[config.mk]
export PLATFORM = sky130hd
export DESIGN_NAME = hazard_unit_flat
export DESIGN_NICKNAME = d
export VERILOG_FILES = /design/src/rtl/hazard_unit_pkg.sv /design/src/rtl/hazard_unit_if.sv /design/src/rtl/hazard_unit.sv /design/src/flat_wrapper.sv
export SDC_FILE = /design/constraint.sdc
export NUM_CORES = 1
export LEC_CHECK = 0
export ABC_AREA = 1
export ABC_CLOCK_PERIOD_IN_PS = 2000
export CORE_ASPECT_RATIO = 1.2
export CORE_MARGIN = 2
export CORE_UTILIZATION = 41
export CTS_BUF_LIST = sky130_fd_sc_hd__clkbuf_8
export CTS_CLUSTER_DIAMETER = 60
export DETAILED_ROUTE_END_ITERATION = 8
export PLACE_DENSITY = 0.69
export SYNTH_ARGS = -nofsm -noshare
export SYNTH_HDL_FRONTEND = slang
export SYNTH_SLANG_ARGS = --single-unit
[constraint.sdc]
create_clock -name clk_i -period 2 [get_ports clk_i]
set_input_delay 0.4 -clock clk_i [delete_from_list [all_inputs] [get_ports clk_i]]
set_output_delay 0.4 -clock clk_i [all_outputs]
set_load 0.005 [all_outputs]
[src/rtl/hazard_unit_pkg.sv]
// Shared core definitions for the pipeline hazard unit: register-address width
// and the hazard FSM state encoding.
package hazard_unit_pkg;

  localparam int REG_ADDR_W = 5;

  typedef enum logic [1:0] {
    ST_RUN      = 2'd0,
    ST_MEM_WAIT = 2'd1,
    ST_FAULT    = 2'd2
  } hazard_state_t;

endpackage

[src/rtl/hazard_unit_if.sv]
// Pipeline <-> hazard unit signal bundle. The perf counter outputs exist only
// when HAZARD_PERF_CNT_EN is defined.
interface hazard_unit_if;
  import hazard_unit_pkg::*;

  logic [REG_ADDR_W-1:0] if_id_rs1_addr_i;
  logic [REG_ADDR_W-1:0] if_id_rs2_addr_i;
  logic                  if_id_uses_rs1_i;
  logic                  if_id_uses_rs2_i;
  logic [REG_ADDR_W-1:0] id_ex_rd_addr_i;
  logic                  id_ex_write_rd_i;
  logic                  id_ex_wb_use_mem_i;
  logic                  ex_mem_mem_req_i;
  logic                  dmem_ack_i;
  logic                  ex_branch_taken_i;

  logic                  stall_if_o;
  logic                  stall_id_o;
  logic                  stall_ex_o;
  logic                  stall_mem_o;
  logic                  bubble_ex_o;
  logic                  bubble_wb_o;
  logic                  flush_id_o;
  logic                  fault_o;
`ifdef HAZARD_PERF_CNT_EN
  logic [31:0]           stall_cycles_o;
  logic [31:0]           bubble_cycles_o;
`endif

  // Pipeline side: drives hazard sources, consumes stall/flush controls.
  modport master (
    output if_id_rs1_addr_i, if_id_rs2_addr_i, if_id_uses_rs1_i, if_id_uses_rs2_i,
    output id_ex_rd_addr_i, id_ex_write_rd_i, id_ex_wb_use_mem_i,
    output ex_mem_mem_req_i, dmem_ack_i, ex_branch_taken_i,
    input  stall_if_o, stall_id_o, stall_ex_o, stall_mem_o,
    input  bubble_ex_o, bubble_wb_o, flush_id_o, fault_o
`ifdef HAZARD_PERF_CNT_EN
    , input stall_cycles_o, bubble_cycles_o
`endif
  );

  // Hazard unit side.
  modport slave (
    input  if_id_rs1_addr_i, if_id_rs2_addr_i, if_id_uses_rs1_i, if_id_uses_rs2_i,
    input  id_ex_rd_addr_i, id_ex_write_rd_i, id_ex_wb_use_mem_i,
    input  ex_mem_mem_req_i, dmem_ack_i, ex_branch_taken_i,
    output stall_if_o, stall_id_o, stall_ex_o, stall_mem_o,
    output bubble_ex_o, bubble_wb_o, flush_id_o, fault_o
`ifdef HAZARD_PERF_CNT_EN
    , output stall_cycles_o, bubble_cycles_o
`endif
  );

endinterface

[src/rtl/hazard_unit.sv]
// Pipeline hazard unit: dmem wait/timeout FSM, branch flush and load-use stall.
// Optional stall/bubble cycle counters enabled by HAZARD_PERF_CNT_EN.
module hazard_unit
  import hazard_unit_pkg::*;
#(
  parameter int MEM_TIMEOUT = 255
) (
  input  logic         clk_i,
  input  logic         rst_i,
  hazard_unit_if.slave hz
);

  localparam int CNT_W = (MEM_TIMEOUT < 1) ? 1 : $clog2(MEM_TIMEOUT + 1);
  localparam logic [CNT_W-1:0] TIMEOUT_CNT = CNT_W'(MEM_TIMEOUT);
  localparam logic [CNT_W-1:0] CNT_MAX     = '1;

  hazard_state_t    state_q, state_d;
  logic [CNT_W-1:0] wait_cnt_q, wait_cnt_d;

  logic mem_stall;
  logic rs1_hit, rs2_hit, load_use;
  logic pipe_free;
  logic stall_if, stall_id, stall_ex, stall_mem;
  logic bubble_ex, bubble_wb, flush_id, fault;

  assign mem_stall = hz.ex_mem_mem_req_i & ~hz.dmem_ack_i;
  assign rs1_hit   = hz.if_id_uses_rs1_i & (hz.if_id_rs1_addr_i == hz.id_ex_rd_addr_i);
  assign rs2_hit   = hz.if_id_uses_rs2_i & (hz.if_id_rs2_addr_i == hz.id_ex_rd_addr_i);
  assign load_use  = hz.id_ex_write_rd_i & hz.id_ex_wb_use_mem_i &
                     (hz.id_ex_rd_addr_i != '0) & (rs1_hit | rs2_hit);

  always_ff @(posedge clk_i or posedge rst_i) begin
    if (rst_i) begin
      state_q    <= ST_RUN;
      wait_cnt_q <= '0;
    end else begin
      state_q    <= state_d;
      wait_cnt_q <= wait_cnt_d;
    end
  end

  always_comb begin
    state_d    = state_q;
    wait_cnt_d = wait_cnt_q;
    pipe_free  = 1'b0;
    stall_if   = 1'b0;
    stall_id   = 1'b0;
    stall_ex   = 1'b0;
    stall_mem  = 1'b0;
    bubble_ex  = 1'b0;
    bubble_wb  = 1'b0;
    flush_id   = 1'b0;
    fault      = 1'b0;

    if (!rst_i) begin
      case (state_q)
        ST_FAULT: begin
          {stall_if, stall_id, stall_ex, stall_mem} = 4'b1111;
          bubble_wb = 1'b1;
          fault     = 1'b1;
        end
        ST_MEM_WAIT: begin
          if (hz.dmem_ack_i) begin
            // Frozen pipeline releases this cycle, so pending hazards are seen now.
            state_d    = ST_RUN;
            wait_cnt_d = '0;
            pipe_free  = 1'b1;
          end else begin
            {stall_if, stall_id, stall_ex, stall_mem} = 4'b1111;
            bubble_wb = 1'b1;
            if (wait_cnt_q == TIMEOUT_CNT) begin
              state_d = ST_FAULT;
            end else if (wait_cnt_q != CNT_MAX) begin
              wait_cnt_d = wait_cnt_q + CNT_W'(1);
            end
          end
        end
        default: begin
          if (mem_stall) begin
            {stall_if, stall_id, stall_ex, stall_mem} = 4'b1111;
            bubble_wb  = 1'b1;
            state_d    = ST_MEM_WAIT;
            wait_cnt_d = CNT_W'(1);
          end else begin
            pipe_free = 1'b1;
          end
        end
      endcase

      // Branch squashes the consumer in decode, so it outranks load-use.
      if (pipe_free) begin
        if (hz.ex_branch_taken_i) begin
          flush_id  = 1'b1;
          bubble_ex = 1'b1;
        end else if (load_use) begin
          stall_if  = 1'b1;
          stall_id  = 1'b1;
          bubble_ex = 1'b1;
        end
      end
    end
  end

  assign hz.stall_if_o  = stall_if;
  assign hz.stall_id_o  = stall_id;
  assign hz.stall_ex_o  = stall_ex;
  assign hz.stall_mem_o = stall_mem;
  assign hz.bubble_ex_o = bubble_ex;
  assign hz.bubble_wb_o = bubble_wb;
  assign hz.flush_id_o  = flush_id;
  assign hz.fault_o     = fault;

`ifdef HAZARD_PERF_CNT_EN
  logic [31:0] stall_cycles_q, bubble_cycles_q;

  always_ff @(posedge clk_i or posedge rst_i) begin
    if (rst_i) begin
      stall_cycles_q  <= '0;
      bubble_cycles_q <= '0;
    end else begin
      if (stall_if)  stall_cycles_q  <= stall_cycles_q + 32'd1;
      if (bubble_ex) bubble_cycles_q <= bubble_cycles_q + 32'd1;
    end
  end

  assign hz.stall_cycles_o  = stall_cycles_q;
  assign hz.bubble_cycles_o = bubble_cycles_q;
`endif

endmodule
[src/flat_wrapper.sv]
// flat-port wrapper written by rule: the top's interface ports become plain ports
module hazard_unit_flat import hazard_unit_pkg::*;
#(
  parameter int MEM_TIMEOUT = 255
)
  (clk_i, rst_i, hz_if_id_rs1_addr_i, hz_if_id_rs2_addr_i, hz_if_id_uses_rs1_i, hz_if_id_uses_rs2_i, hz_id_ex_rd_addr_i, hz_id_ex_write_rd_i, hz_id_ex_wb_use_mem_i, hz_ex_mem_mem_req_i, hz_dmem_ack_i, hz_ex_branch_taken_i, hz_stall_if_o, hz_stall_id_o, hz_stall_ex_o, hz_stall_mem_o, hz_bubble_ex_o, hz_bubble_wb_o, hz_flush_id_o, hz_fault_o);
  hazard_unit_if hz_i ();
  input  logic clk_i;
  input  logic rst_i;
  input wire logic [$bits(hz_i.if_id_rs1_addr_i)-1:0] hz_if_id_rs1_addr_i;
  input wire logic [$bits(hz_i.if_id_rs2_addr_i)-1:0] hz_if_id_rs2_addr_i;
  input wire logic [$bits(hz_i.if_id_uses_rs1_i)-1:0] hz_if_id_uses_rs1_i;
  input wire logic [$bits(hz_i.if_id_uses_rs2_i)-1:0] hz_if_id_uses_rs2_i;
  input wire logic [$bits(hz_i.id_ex_rd_addr_i)-1:0] hz_id_ex_rd_addr_i;
  input wire logic [$bits(hz_i.id_ex_write_rd_i)-1:0] hz_id_ex_write_rd_i;
  input wire logic [$bits(hz_i.id_ex_wb_use_mem_i)-1:0] hz_id_ex_wb_use_mem_i;
  input wire logic [$bits(hz_i.ex_mem_mem_req_i)-1:0] hz_ex_mem_mem_req_i;
  input wire logic [$bits(hz_i.dmem_ack_i)-1:0] hz_dmem_ack_i;
  input wire logic [$bits(hz_i.ex_branch_taken_i)-1:0] hz_ex_branch_taken_i;
  output wire logic [$bits(hz_i.stall_if_o)-1:0] hz_stall_if_o;
  output wire logic [$bits(hz_i.stall_id_o)-1:0] hz_stall_id_o;
  output wire logic [$bits(hz_i.stall_ex_o)-1:0] hz_stall_ex_o;
  output wire logic [$bits(hz_i.stall_mem_o)-1:0] hz_stall_mem_o;
  output wire logic [$bits(hz_i.bubble_ex_o)-1:0] hz_bubble_ex_o;
  output wire logic [$bits(hz_i.bubble_wb_o)-1:0] hz_bubble_wb_o;
  output wire logic [$bits(hz_i.flush_id_o)-1:0] hz_flush_id_o;
  output wire logic [$bits(hz_i.fault_o)-1:0] hz_fault_o;
  assign hz_i.if_id_rs1_addr_i = hz_if_id_rs1_addr_i;
  assign hz_i.if_id_rs2_addr_i = hz_if_id_rs2_addr_i;
  assign hz_i.if_id_uses_rs1_i = hz_if_id_uses_rs1_i;
  assign hz_i.if_id_uses_rs2_i = hz_if_id_uses_rs2_i;
  assign hz_i.id_ex_rd_addr_i = hz_id_ex_rd_addr_i;
  assign hz_i.id_ex_write_rd_i = hz_id_ex_write_rd_i;
  assign hz_i.id_ex_wb_use_mem_i = hz_id_ex_wb_use_mem_i;
  assign hz_i.ex_mem_mem_req_i = hz_ex_mem_mem_req_i;
  assign hz_i.dmem_ack_i = hz_dmem_ack_i;
  assign hz_i.ex_branch_taken_i = hz_ex_branch_taken_i;
  assign hz_stall_if_o = hz_i.stall_if_o;
  assign hz_stall_id_o = hz_i.stall_id_o;
  assign hz_stall_ex_o = hz_i.stall_ex_o;
  assign hz_stall_mem_o = hz_i.stall_mem_o;
  assign hz_bubble_ex_o = hz_i.bubble_ex_o;
  assign hz_bubble_wb_o = hz_i.bubble_wb_o;
  assign hz_flush_id_o = hz_i.flush_id_o;
  assign hz_fault_o = hz_i.fault_o;
  hazard_unit #(.MEM_TIMEOUT(MEM_TIMEOUT)) u_core (.clk_i(clk_i), .rst_i(rst_i), .hz(hz_i));
endmodule
Word-level counts from Yosys, hierarchy flattened:

Cells that the tools add are included.

* add/sub/neg operators: 1
* eq/ne operators: 9
* mux-type cells: 30
* bitwise gates (word level): 10
* reduce and logical (&&, ||, !) cells: 4

Operators with widths (count)
* 2-to-1 mux 8 bit: 4
* 2-to-1 mux 1 bit: 19
* one-hot mux 8 bit (2 select lines): 1
* == test 5 bit: 2
* adder 8 x 1 -> 8 bit, second input constant: 1
* == test 8 bit, second input constant: 1
* inequality test 8 bit, second input constant: 1
* bitwise AND 1 bit: 6
* 2-to-1 mux 2 bit: 3
* inequality test 3 x 2 -> 1 bit, second input constant: 2
* AND reduction 5 bit: 1
* nonzero test 5 bit: 1
* one-hot mux 1 bit (2 select lines): 2
* one-hot mux 2 bit (2 select lines): 1
* AND reduction 4 bit: 1
* inequality test 3 bit, second input constant: 1
* NOT 1 bit: 3
* == test 2 x 1 -> 1 bit, second input constant: 1
* == test 2 bit, second input constant: 1
* nonzero test 2 bit: 1
* bitwise OR 1 bit: 1

* bits in registers: 10
* input port bits: 24
* output and inout port bits: 8
* word-level logic and storage cells: 56

Depth between registers and ports, before layout:

* depth in word-level cells: 8
* gate-level depth with buffers: 9
* gate-level depth less buffers: 9

Worst setup path after synthesis:

Ideal clock, no wire load.

* path type: reg2out
* from: reg u_core.state_q[1]
* to: out hz_stall_if_o
* arrival time: 1338 ps
* setup slack: 262 ps
* cell stages (with the launch flop): 10
* path buffers: 1
* path through: dfrtp_1 > inv_1 > ha_1 > inv_2 > o21ai_1 > nand2_1 > nor2_1 > nand3_1 > nand2_1 > buf_4

* longest elaborated chain between the ends: 6

Ends and longest elaborated chain
* start: declaration: line hazard_unit.sv:17 `hazard_state_t state_q, state_d;`
* start signal: assignment: line hazard_unit.sv:37 `state_q <= state_d;`
* == test 2 x 1 -> 1 bit or == test 2 bit (tied branches)
* one-hot mux 1 bit (2 select lines)
* 2-to-1 mux 1 bit (2 in a row)
* 2-to-1 mux 1 bit * (2 in a row)
* end: declaration: line flat_wrapper.sv:20 `output wire logic [$bits(hz_i.stall_if_o)-1:0] hz_stall_if_o;`

Every way passes the cells marked *; elsewhere a longest branch is shown, timed or not. The select of a mux whose other input is x is not followed.

Worst setup path in the final report:

* from: reg u_core.state_q[0]
* to: out hz_bubble_wb_o

* longest elaborated chain between the ends: 3

Ends and longest elaborated chain
* == test 2 x 1 -> 1 bit or == test 2 bit (tied branches): line hazard_unit.sv:56 `case (state_q)`
* one-hot mux 1 bit (2 select lines) *: line hazard_unit.sv:56
* 2-to-1 mux 1 bit *: line hazard_unit.sv:55 `if (!rst_i) begin`
* end: declaration: line flat_wrapper.sv:25 `output wire logic [$bits(hz_i.bubble_wb_o)-1:0] hz_bubble_wb_o;`

Every way passes the cells marked *; elsewhere a longest branch is shown, timed or not.

==> impl_metrics.yaml <==
pwr:
  p_leak_nw: 0.908
  powerDensity_nw_per_um2: 731
  irDropWorstVdd_mv: 0.688
  finalPower_mw: 1.14
final_layout:
  layout.area.seq_um2: 250
  diodes: 0
  utilization: 0.673
  final-instance-count-excl-fill: 240
  layout-drive-gt1-share: 0.263
  area_delta_synth_final_pct: 54.4
  fin_nets: 237
  multi_input_area_um2: 662
  fill_cells: 221
setup_path:
  rr_worst_depth: 8
  end_kind: "output pin"
  crit_fanout: 4
  crit_required_ns: 1.60
  critPathKind: "flip-flop to output pin"
  critPathLaunchType: "flip-flop"
  cp.arrival_ns: 1.54
global_route:
  grt_max_degree: 13
  grt_pass1_vias: 1050
  grt_pass1_wl_mm: 4.25
  grt.overflow.total: 0
  track_usage: 0.188
  antenna_found_initial: 0
routing:
  first_pass_iters: 4
  wire_per_inst_um: 10.9
  viasPerCell: 4.63
  drt_iter0_drc: 9
  ant_nets: 0
  num_vias: 1111
  wl_mm: 2.61
  drc: 0
logic_synthesis:
  synthTopCellsByArea: "dfrtp_1, nand2_1, inv_1"
  synth_ff_type: "dfrtp_1"
  synth.most_common_cell: "nand2_1"
  avgSynthCellArea_um2: 6.13
  yosysUniqueCellTypes: 25
  synth-async-reset-ratio: 1.00
  syn_inst: 164
  synthDominantCellAreaShare: 0.249
  syn_area_um2: 1010
  synthesis.nets: 191
  yosysTopAreaCell: "dfrtp_1"
  synth_edf_count: 0
  yosys-top-cells-count: "nand2_1, inv_1, nor2_1, dfrtp_1, nand3_1"
  synth_warnings: 0
  synth_seq_cells: 10
  yosysSeqAreaShare: 0.249
place:
  io_buffer_count: 31
  gp_congestion: 0.857
  dp_cells: 231
  dpl.hpwl_mm: 2.05
timing:
  max_freq_mhz: 515
  slew_headroom: 0.833
  final_hold_viol_count: 0
  worst_pin_slew_ns: 0.251
  hold_slack_ns: 0.487
  period_share: 0.971
  skew_ns: 0.000232
  finalSetupViolations: 0
  rsz0062_at_grt: "yes"
  tns_ns: 0
  slew_viol_final: 0
  min_period_ns: 1.94
clocking:
  ctsRootBufferMaster: "clkbuf_8"
  cts_made_buffers: 3
  cts_max_path_buffers: 2
  clock-sinks: 10
  ctsHoldBuffers: 0
  cts_max_level: 1
  cts_tree: "yes"
  worstSkewPairLatency_ns: 0.24
  cts.reportedPaths.clkPinSlew_ns: 0.05
die:
  core_area_um2: 2310
  start_util: 0.436
  rows: 19
  fp.dieW_um: 49.2
  die_y_um: 58.3
  num_io_pins: 32
  die-area_um2: 2870
min_path:
  hold_class: "flip-flop to flip-flop"
  holdPathStages: 2
status:
  status: "completed"
flow_run:
  maxCapViolations: 0
## path summary, 6_finish.rpt
kind | startpoint | end | slack, ns
worst max-delay path | u_core.state_q[0] | hz_bubble_wb_o | 0.06
worst min-delay path | u_core.wait_cnt_q[5] | u_core.wait_cnt_q[5] | 0.49
worst max register to register | u_core.state_q[0] | u_core.state_q[0] | 0.43
worst min register to register | u_core.wait_cnt_q[5] | u_core.wait_cnt_q[5] | 0.49
max in group asynchronous | rst_i | u_core.wait_cnt_q[3] | 1.17
min in group asynchronous | rst_i | u_core.wait_cnt_q[5] | 0.68
## area by class of cell
type | instances | share of cell area
multi-input combinational | 118 | 0.426
inverter | 32 | 0.0806
timing repair buffer | 45 | 0.272
sequential | 10 | 0.161
clock buffer | 4 | 0.0355
tap | 31 | 0.0250
## cells by family (layout without fill, tap and decap cells)
group,Yosys count,in the layout,synth area share
fa+ha+maj,3,3,0.0373
flops,10,10,0.249
buf+inv,36,81,0.157
simple gates,102,102,0.451
compound gates,12,12,0.0970
xor+xnor,1,1,0.00871
## per-stage QoR
step / cell area [µm²] / setup WS [ns]
floorplan: 1010 / 0.262
global placement: 1390 / -0.422
detailed placement: 1390 / -0.435
CTS: 1430 / 0.00109
global route: 1550 / -0.0314
finish: 1550 / 0.0590
## report_power, final
group	internal (mW)	switching [mW]
sequential	0.235	0.0418
clock	0.173	0.0825
combinational	0.303	0.300
## critical path, stage by stage, from the launching register on
cell and delay [ns]:
dfrtp_1 0.42, buf_6 0.14, ha_4 0.16, inv_6 0.07, nor2_4 0.04, inv_2 0.05
nand2_2 0.05, nand3_2 0.07, inv_2 0.04, dlygate4sd2_1 0.25
## metal layers
| metal | GRT usage | vias to the layer above | share of wire |
|---|---|---|---|
| met5 | 0 | - | 0 |
| li1 | - | 588 | - |
| met4 | 0.0612 | 0 | 0.011 |
| met1 | 0.195 | 506 | 0.40 |
| met3 | 0.0309 | 2 | 0.023 |
| met2 | 0.375 | 15 | 0.57 |
## timing repair
| action | in CTS | in global routing |
|---|---|---|
| buffers inserted | 2 | 3 |
| hold endpoints to repair | 0 | 0 |
| endpoints found under the setup margin | 7 | 7 |
| pin swaps | 4 | 13 |
| gates resized for setup | 24 | 36 |
## state kept, by name (all words and copies together) (netlist names)
signal and count:
u_core.wait_cnt_q 8, u_core.state_q 2
## cell usage in the layout, fill, tap and decap left out
master	instances
nand2_1	52
inv_1	23
nor2_1	22
buf_4	13
dlymetal6s2s_1	12
dfrtp_1	10
nand3_1	8
clkdlybuf4s50_1	8
inv_2	7
nand2_2	6
o21ai_2	6
dlygate4sd2_1	6
nand4_1	4
clkbuf_8	4
buf_2	4
nor2_4	3
nand2_4	2
nand3_2	2
o21ai_1	2
ha_4	2
inv_6	1
clkinv_1	1
nand4_4	1
a21oi_4	1
a31o_2	1
o21a_1	1
nor3_1	1
o22ai_1	1
nor2_2	1
xor2_1	1
ha_1	1
clkdlybuf4s15_1	1
buf_6	1
No activity file was read; power rests on OpenSTA's default activity.
